**config.mk**
```make
export PLATFORM = sky130hd
export DESIGN_NAME = mult_unit
export DESIGN_NICKNAME = d
export VERILOG_FILES = /design/src/rtl/mult_unit.sv
export SDC_FILE = /design/constraint.sdc
export NUM_CORES = 1
export LEC_CHECK = 0
export ABC_AREA = 1
export CELL_PAD_IN_SITES_DETAIL_PLACEMENT = 0
export CELL_PAD_IN_SITES_GLOBAL_PLACEMENT = 1
export CORE_MARGIN = 1
export CORE_UTILIZATION = 30
export DETAILED_ROUTE_END_ITERATION = 10
export HOLD_SLACK_MARGIN = 0.15
export PLACE_DENSITY_LB_ADDON = 0.1
export SYNTH_ARGS = -nofsm -noshare
export SYNTH_HDL_FRONTEND = slang
export SYNTH_SLANG_ARGS = --single-unit
```
**constraint.sdc**
```tcl
create_clock -name clk -period 3.4 [get_ports clk]
set_input_delay 0.68 -clock clk [delete_from_list [all_inputs] [get_ports clk]]
set_output_delay 0.68 -clock clk [all_outputs]
set_load 0.01 [all_outputs]
```
**src/rtl/mult_unit.sv**
```systemverilog
// rtl/mult_unit.sv - iterative shift-add multiplier (MUL/MLA/UMULL/SMULL) for the execute stage
// Sign-magnitude datapath: operands are made positive on capture and the product is negated in FIN.
module mult_unit #(
   parameter int WIDTH          = 32,
   parameter int BITS_PER_CYCLE = 1
) (
   input  logic             clk,
   input  logic             reset_n,
   input  logic             start,
   input  logic             flush,
   input  logic [1:0]       op,
   input  logic             s,
   input  logic [WIDTH-1:0] a,
   input  logic [WIDTH-1:0] b,
   input  logic [WIDTH-1:0] acc,
   output logic             busy,
   output logic             done,
   output logic [WIDTH-1:0] result_lo,
   output logic [WIDTH-1:0] result_hi,
   output logic [1:0]       flags_nz,
   output logic [1:0]       flag_w
);

   localparam int N  = WIDTH / BITS_PER_CYCLE;
   localparam int CW = $clog2(N + 1);
   localparam int PW = 2 * WIDTH;
   localparam int SW = WIDTH + BITS_PER_CYCLE;

   localparam logic [1:0] OP_MUL   = 2'b00;
   localparam logic [1:0] OP_MLA   = 2'b01;
   localparam logic [1:0] OP_SMULL = 2'b11;

   localparam logic [WIDTH-1:0] ONE_W = WIDTH'(1);
   localparam logic [PW-1:0]    ONE_P = PW'(1);
   localparam logic [CW-1:0]    CNT_N = CW'(N);
   localparam logic [CW-1:0]    CNT_1 = CW'(1);

   if ((WIDTH % 2) != 0 || WIDTH < 4 || (WIDTH % BITS_PER_CYCLE) != 0) begin : g_bad_params
      $error("mult_unit: WIDTH must be even, >= 4 and a multiple of BITS_PER_CYCLE");
   end

   typedef enum logic [1:0] {
      S_IDLE,
      S_RUN,
      S_FIN,
      S_DONE
   } state_t;

   state_t           state_q, state_d;
   logic [CW-1:0]    cnt_q, cnt_d;
   logic [WIDTH-1:0] mcand_q, mcand_d;
   logic [PW-1:0]    prod_q, prod_d;
   logic [WIDTH-1:0] acc_q, acc_d;
   logic [1:0]       op_q, op_d;
   logic             s_q, s_d;
   logic             sign_q, sign_d;
   logic [WIDTH-1:0] res_lo_q, res_lo_d;
   logic [WIDTH-1:0] res_hi_q, res_hi_d;
   logic [1:0]       nz_q, nz_d;

   logic             is_signed;
   logic             capture;
   logic [WIDTH-1:0] a_abs, b_abs;
   logic [SW-1:0]    mcand_ext, partial, step_sum;
   logic [PW-1:0]    prod_step;
   logic [PW-1:0]    prod_fin;
   logic [WIDTH-1:0] fin_lo, fin_hi;
   logic [1:0]       fin_nz;

   // Magnitudes are taken only for SMULL; |most-negative| fits as an unsigned WIDTH-bit value.
   assign is_signed = (op == OP_SMULL);
   assign a_abs     = (is_signed && a[WIDTH-1]) ? (~a + ONE_W) : a;
   assign b_abs     = (is_signed && b[WIDTH-1]) ? (~b + ONE_W) : b;
   assign capture   = start && !flush && (state_q == S_IDLE || state_q == S_DONE);

   assign mcand_ext = {{BITS_PER_CYCLE{1'b0}}, mcand_q};

   always_comb begin
      partial = '0;
      for (int i = 0; i < BITS_PER_CYCLE; i++) begin
         if (prod_q[i]) begin
            partial = partial + (mcand_ext << i);
         end
      end
   end

   // The multiplier sits in the low half and is shifted out as the product grows into the top.
   assign step_sum = {{BITS_PER_CYCLE{1'b0}}, prod_q[PW-1:WIDTH]} + partial;

   if (BITS_PER_CYCLE == WIDTH) begin : g_step_full
      assign prod_step = step_sum;
   end else begin : g_step_part
      assign prod_step = {step_sum, prod_q[WIDTH-1:BITS_PER_CYCLE]};
   end

   always_comb begin
      prod_fin = sign_q ? (~prod_q + ONE_P) : prod_q;
      fin_lo   = prod_fin[WIDTH-1:0] + ((op_q == OP_MLA) ? acc_q : '0);
      fin_hi   = op_q[1] ? prod_fin[PW-1:WIDTH] : '0;
      if (op_q[1]) begin
         fin_nz = {fin_hi[WIDTH-1], ({fin_hi, fin_lo} == '0)};
      end else begin
         fin_nz = {fin_lo[WIDTH-1], (fin_lo == '0)};
      end
   end

   always_comb begin
      state_d  = state_q;
      cnt_d    = cnt_q;
      mcand_d  = mcand_q;
      prod_d   = prod_q;
      acc_d    = acc_q;
      op_d     = op_q;
      s_d      = s_q;
      sign_d   = sign_q;
      res_lo_d = res_lo_q;
      res_hi_d = res_hi_q;
      nz_d     = nz_q;
      busy     = 1'b0;
      done     = 1'b0;
      flag_w   = 2'b00;

      if (capture) begin
         mcand_d = a_abs;
         prod_d  = {{WIDTH{1'b0}}, b_abs};
         acc_d   = acc;
         op_d    = op;
         s_d     = s;
         sign_d  = is_signed && (a[WIDTH-1] ^ b[WIDTH-1]);
         cnt_d   = CNT_N;
      end

      case (state_q)
         S_IDLE: begin
            if (capture) begin
               state_d = S_RUN;
            end
         end
         S_RUN: begin
            busy = 1'b1;
            if (flush) begin
               state_d = S_IDLE;
            end else begin
               prod_d = prod_step;
               cnt_d  = cnt_q - CNT_1;
               if (cnt_q == CNT_1) begin
                  state_d = S_FIN;
               end
            end
         end
         S_FIN: begin
            busy = 1'b1;
            if (flush) begin
               state_d = S_IDLE;
            end else begin
               res_lo_d = fin_lo;
               res_hi_d = fin_hi;
               nz_d     = fin_nz;
               state_d  = S_DONE;
            end
         end
         S_DONE: begin
            done   = 1'b1;
            flag_w = s_q ? 2'b01 : 2'b00;
            // Back-to-back issue keeps the pipeline stalled through the DONE cycle.
            if (capture) begin
               busy    = 1'b1;
               state_d = S_RUN;
            end else begin
               state_d = S_IDLE;
            end
         end
         default: begin
            state_d = S_IDLE;
         end
      endcase
   end

   always_ff @(posedge clk or negedge reset_n) begin
      if (!reset_n) begin
         state_q  <= S_IDLE;
         cnt_q    <= '0;
         mcand_q  <= '0;
         prod_q   <= '0;
         acc_q    <= '0;
         op_q     <= OP_MUL;
         s_q      <= 1'b0;
         sign_q   <= 1'b0;
         res_lo_q <= '0;
         res_hi_q <= '0;
         nz_q     <= 2'b00;
      end else begin
         state_q  <= state_d;
         cnt_q    <= cnt_d;
         mcand_q  <= mcand_d;
         prod_q   <= prod_d;
         acc_q    <= acc_d;
         op_q     <= op_d;
         s_q      <= s_d;
         sign_q   <= sign_d;
         res_lo_q <= res_lo_d;
         res_hi_q <= res_hi_d;
         nz_q     <= nz_d;
      end
   end

   assign result_lo = res_lo_q;
   assign result_hi = res_hi_q;
   assign flags_nz  = nz_q;

endmodule

```
==> impl_metrics.py <==
metrics = {
    "timing": {
        "finalSetupViolCount": 0,
        "fin_setup_tns_ns": 0,
        "final_max_slew_viol_count": 0,
        "post-route-min-period_ns": 3.278,
        "fmax_mhz": 305.0,
        "skew_ns": 0.02682,
        "slew_headroom_pct": 52.06,
        "holdWs_ns": 0.4818,
        "rsz0062_at_grt": "yes",
        "hold_viol_final": 0,
        "worstMarginPinSlew_ns": 0.7183,
        "final.period_utilization_pct": 96.43,
    },
    "global_routing": {
        "grt_pass1_vias": 17490,
        "antenna_found_initial": 0,
        "track_usage_pct": 24.15,
        "grt_max_degree": 108,
        "grt_first_pass_wirelength_mm": 105.9,
        "grt_overflow": 0,
    },
    "critical_path": {
        "rrSetupSlack_ns": 0.12,
        "required_ns": 3.90,
        "crit_fanout": 4,
        "cp-end-kind": "flop",
        "crit_arrival_ns": 3.78,
        "path_class": "reg -> reg",
        "startpoint_type": "flop",
    },
    "placed_design": {
        "place_hpwl_mm": 57.41,
        "port_buffers": 171,
        "gp_congestion": 0.9008,
    },
    "route": {
        "drc": 0,
        "post_drt_wl_per_cell_um": 18.48,
        "via_per_inst": 4.820,
        "vias": 18090,
        "drt_wl_total_mm": 69.32,
        "drt-pass1-iter-count": 5,
        "ant_nets": 0,
        "drtIter0Drc": 943,
    },
    "clock_network": {
        "ctsRootBufferMaster": "clkbuf_16",
        "clk_path_buf_depth": 3,
        "clock_latency_ns": 0.58,
        "cts_buffers": 26,
        "clock-sinks": 206,
        "cts_max_level": 1,
        "clkTransAtPathRegs_ns": 0.06,
        "cts_tree": "done",
    },
    "final_layout": {
        "antenna_cells": 0,
        "area_growth_pct": 31.44,
        "layout.area.seq_um2": 5164,
        "layout-drive-gt1-share_pct": 14.71,
        "layout.nets": 3164,
        "multi_input_area_um2": 10840,
        "n_fill_cell": 6068,
    },
    "synthesis": {
        "yosysSeqAreaShare_pct": 30.35,
        "yosysWarnings": 0,
        "syn-num-nets": 2853,
        "synth_cell_type_count": 59,
        "synth_edf_count": 0,
        "synth_area_um2": 16980,
        "async_flop_share_pct": 100.0,
        "synthFlopType": "dfrtp_1",
        "avgSynthCellArea_um2": 6.347,
        "syn_inst": 2676,
        "ys_ff_latch": 206,
    },
    "worst_hold_path": {
        "hp-class": "reg -> reg",
    },
    "floorplanning": {
        "initial_utilization_pct": 30.59,
        "chipWidth_um": 239.9,
        "die_h_um": 239.9,
        "design.portCount": 173,
        "rows": 86,
        "die_area_um2": 57570,
        "fp.coreArea_um2": 55520,
    },
    "power": {
        "power.density_nw_per_um2": 1122,
        "p_leak_nw": 10.64,
        "power_w": 0.02506,
        "ir_drop_mv": 0.4583,
    },
    "flow_run": {
        "timing.max_cap.violations": 0,
    },
    "status": {
        "outcome": "finished clean",
    },
}
[sequential cells by signal, summed over array words and instances (netlist names)]
register / cells
flags_nz: 2
prod_q: 64
op_q: 2
sign_q: 1
state_q: 2
mcand_q: 32
acc_q: 32
result_lo: 32
s_q: 1
cnt_q: 6
result_hi: 32
[through the flow]
| stage | cell area, um^2 | instances | util, % | setup WS (ns) |
|---|---|---|---|---|
| after floorplan | 16980 | 2676 | - | 0.2462 |
| after global placement | 20700 | 3685 | 37.29 | -0.2286 |
| after detailed placement | 20700 | 3685 | 37.29 | -0.1681 |
| after CTS | 21620 | 3732 | 38.94 | 0.002135 |
| after global routing | 22320 | 3752 | 40.20 | -0.08736 |
| final | 22320 | 3752 | 40.20 | 0.1215 |
[Yosys cell counts (all sizes together), types with 3 or more instances]
cell,n,area (um^2)
a21o,5,37.54
a21oi,163,823.3
a221oi,3,26.28
a22oi,8,60.06
a31o,3,26.28
a31oi,16,100.1
buf,18,101.4
clkbuf,63,236.5
clkinv,3,11.26
dfrtp,206,5155
ha,72,900.9
inv,331,1242
nand2,804,3073
nand3,174,903.4
nand3b,12,90.09
nand4,36,231.5
nor2,369,1470
nor3,34,252.7
nor4,6,43.79
o211ai,3,22.52
o21ai,223,1135
o21bai,11,82.58
o221ai,4,35.03
o31ai,11,82.58
or2,7,43.79
xnor2,22,192.7
xor2,52,455.4
[cells by family (layout without fill, tap and decap cells)]
family,Yosys count,count (layout),synth area share (%)
other cells,1,1,0.02208
simple gates,1447,1447,36.15
compound gates,459,459,14.75
xor+xnor,74,74,3.816
flops,206,206,30.35
buf+inv,415,743,9.371
fa+ha+maj,74,74,5.540
[worst max-delay path, cell delays in order, from the launching register on]
cell,delay [ns]
dfrtp_1,0.41
buf_4,0.17
nor2_4,0.11
nand2_4,0.07
nor2_4,0.20
a21oi_2,0.09
xor2_1,0.27
buf_4,0.20
ha_4,0.22
nand2_1,0.09
nand2_2,0.06
inv_1,0.07
nand2_2,0.06
a21oi_2,0.17
nand2_2,0.12
nand2_2,0.10
nand2_2,0.07
nor2_2,0.12
nand3_1,0.08
nor2_2,0.15
nand3_1,0.09
nor2_1,0.12
nand2_1,0.07
o21ai_2,0.12
[cell usage in the layout, fill, tap and decap left out, drive strengths merged, types with 3 or more instances in the layout]
master | synthesis | routed
a31oi | 16 | 16
nand4 | 36 | 36
a31o | 3 | 3
o211ai | 3 | 3
nor3 | 34 | 34
nand3 | 174 | 174
nand2 | 804 | 804
clkinv | 3 | 11
dfrtp | 206 | 206
nor4 | 6 | 6
a22oi | 8 | 8
o221ai | 4 | 4
a221oi | 3 | 3
xnor2 | 22 | 22
clkbuf | 63 | 35
inv | 331 | 331
xor2 | 52 | 52
o21bai | 11 | 11
o31ai | 11 | 11
nand3b | 12 | 12
ha | 72 | 72
o21ai | 223 | 223
nor2 | 369 | 369
or2 | 7 | 7
a21oi | 163 | 163
buf | 18 | 192
a21o | 5 | 5
clkdlybuf4s50 | 0 | 170
[worst paths after layout]
path	cells past startpoint	to	from
worst min-delay path	2	mcand_q[6]	mcand_q[6]
worst max-delay path	23	flags_nz[0]	prod_q[0]
worst min register to register	2	mcand_q[6]	mcand_q[6]
max in group asynchronous	3	prod_q[12]	reset_n
worst max register to register	23	flags_nz[0]	prod_q[0]
min in group asynchronous	2	acc_q[12]	reset_n
[power breakdown]
part | switching (W) | internal [W] | leakage [nW] | total, W
logic | 0.0103 | 0.00715 | 7.68 | 0.0174
clock network | 0.00115 | 0.00164 | 0.417 | 0.00279
registers | 0.00120 | 0.00361 | 2.54 | 0.00482
[area by class of cell]
cell class	instances	share of cell area, %
Tap cell	748	4.193
Clock buffer	34	3.229
Timing Repair Buffer	364	14.70
Sequential cell	206	23.13
Clock inverter	11	0.5493
Multi-Input combinational cell	2055	48.57
Inverter	334	5.622
[routing by layer]
layer	share of wire [%]	global-route usage [%]	vias up	wire length (um)
met2	44	38.07	340	30370
met4	1.4	3.995	0	944
met1	52	36.13	8455	35710
met5	0	0	-	0
met3	3.3	1.940	50	2295
li1	-	-	9241	-
[timing repair]
item                                    in CTS  in global routing
resized for setup                           18                155
buffers inserted                             1                 20
hold buffers                                 1                  0
endpoints found under the setup margin       1                 14
hold endpoints to repair                    51                  0
pin swaps                                    2                 45
Power figures use the tool's default switching activity.
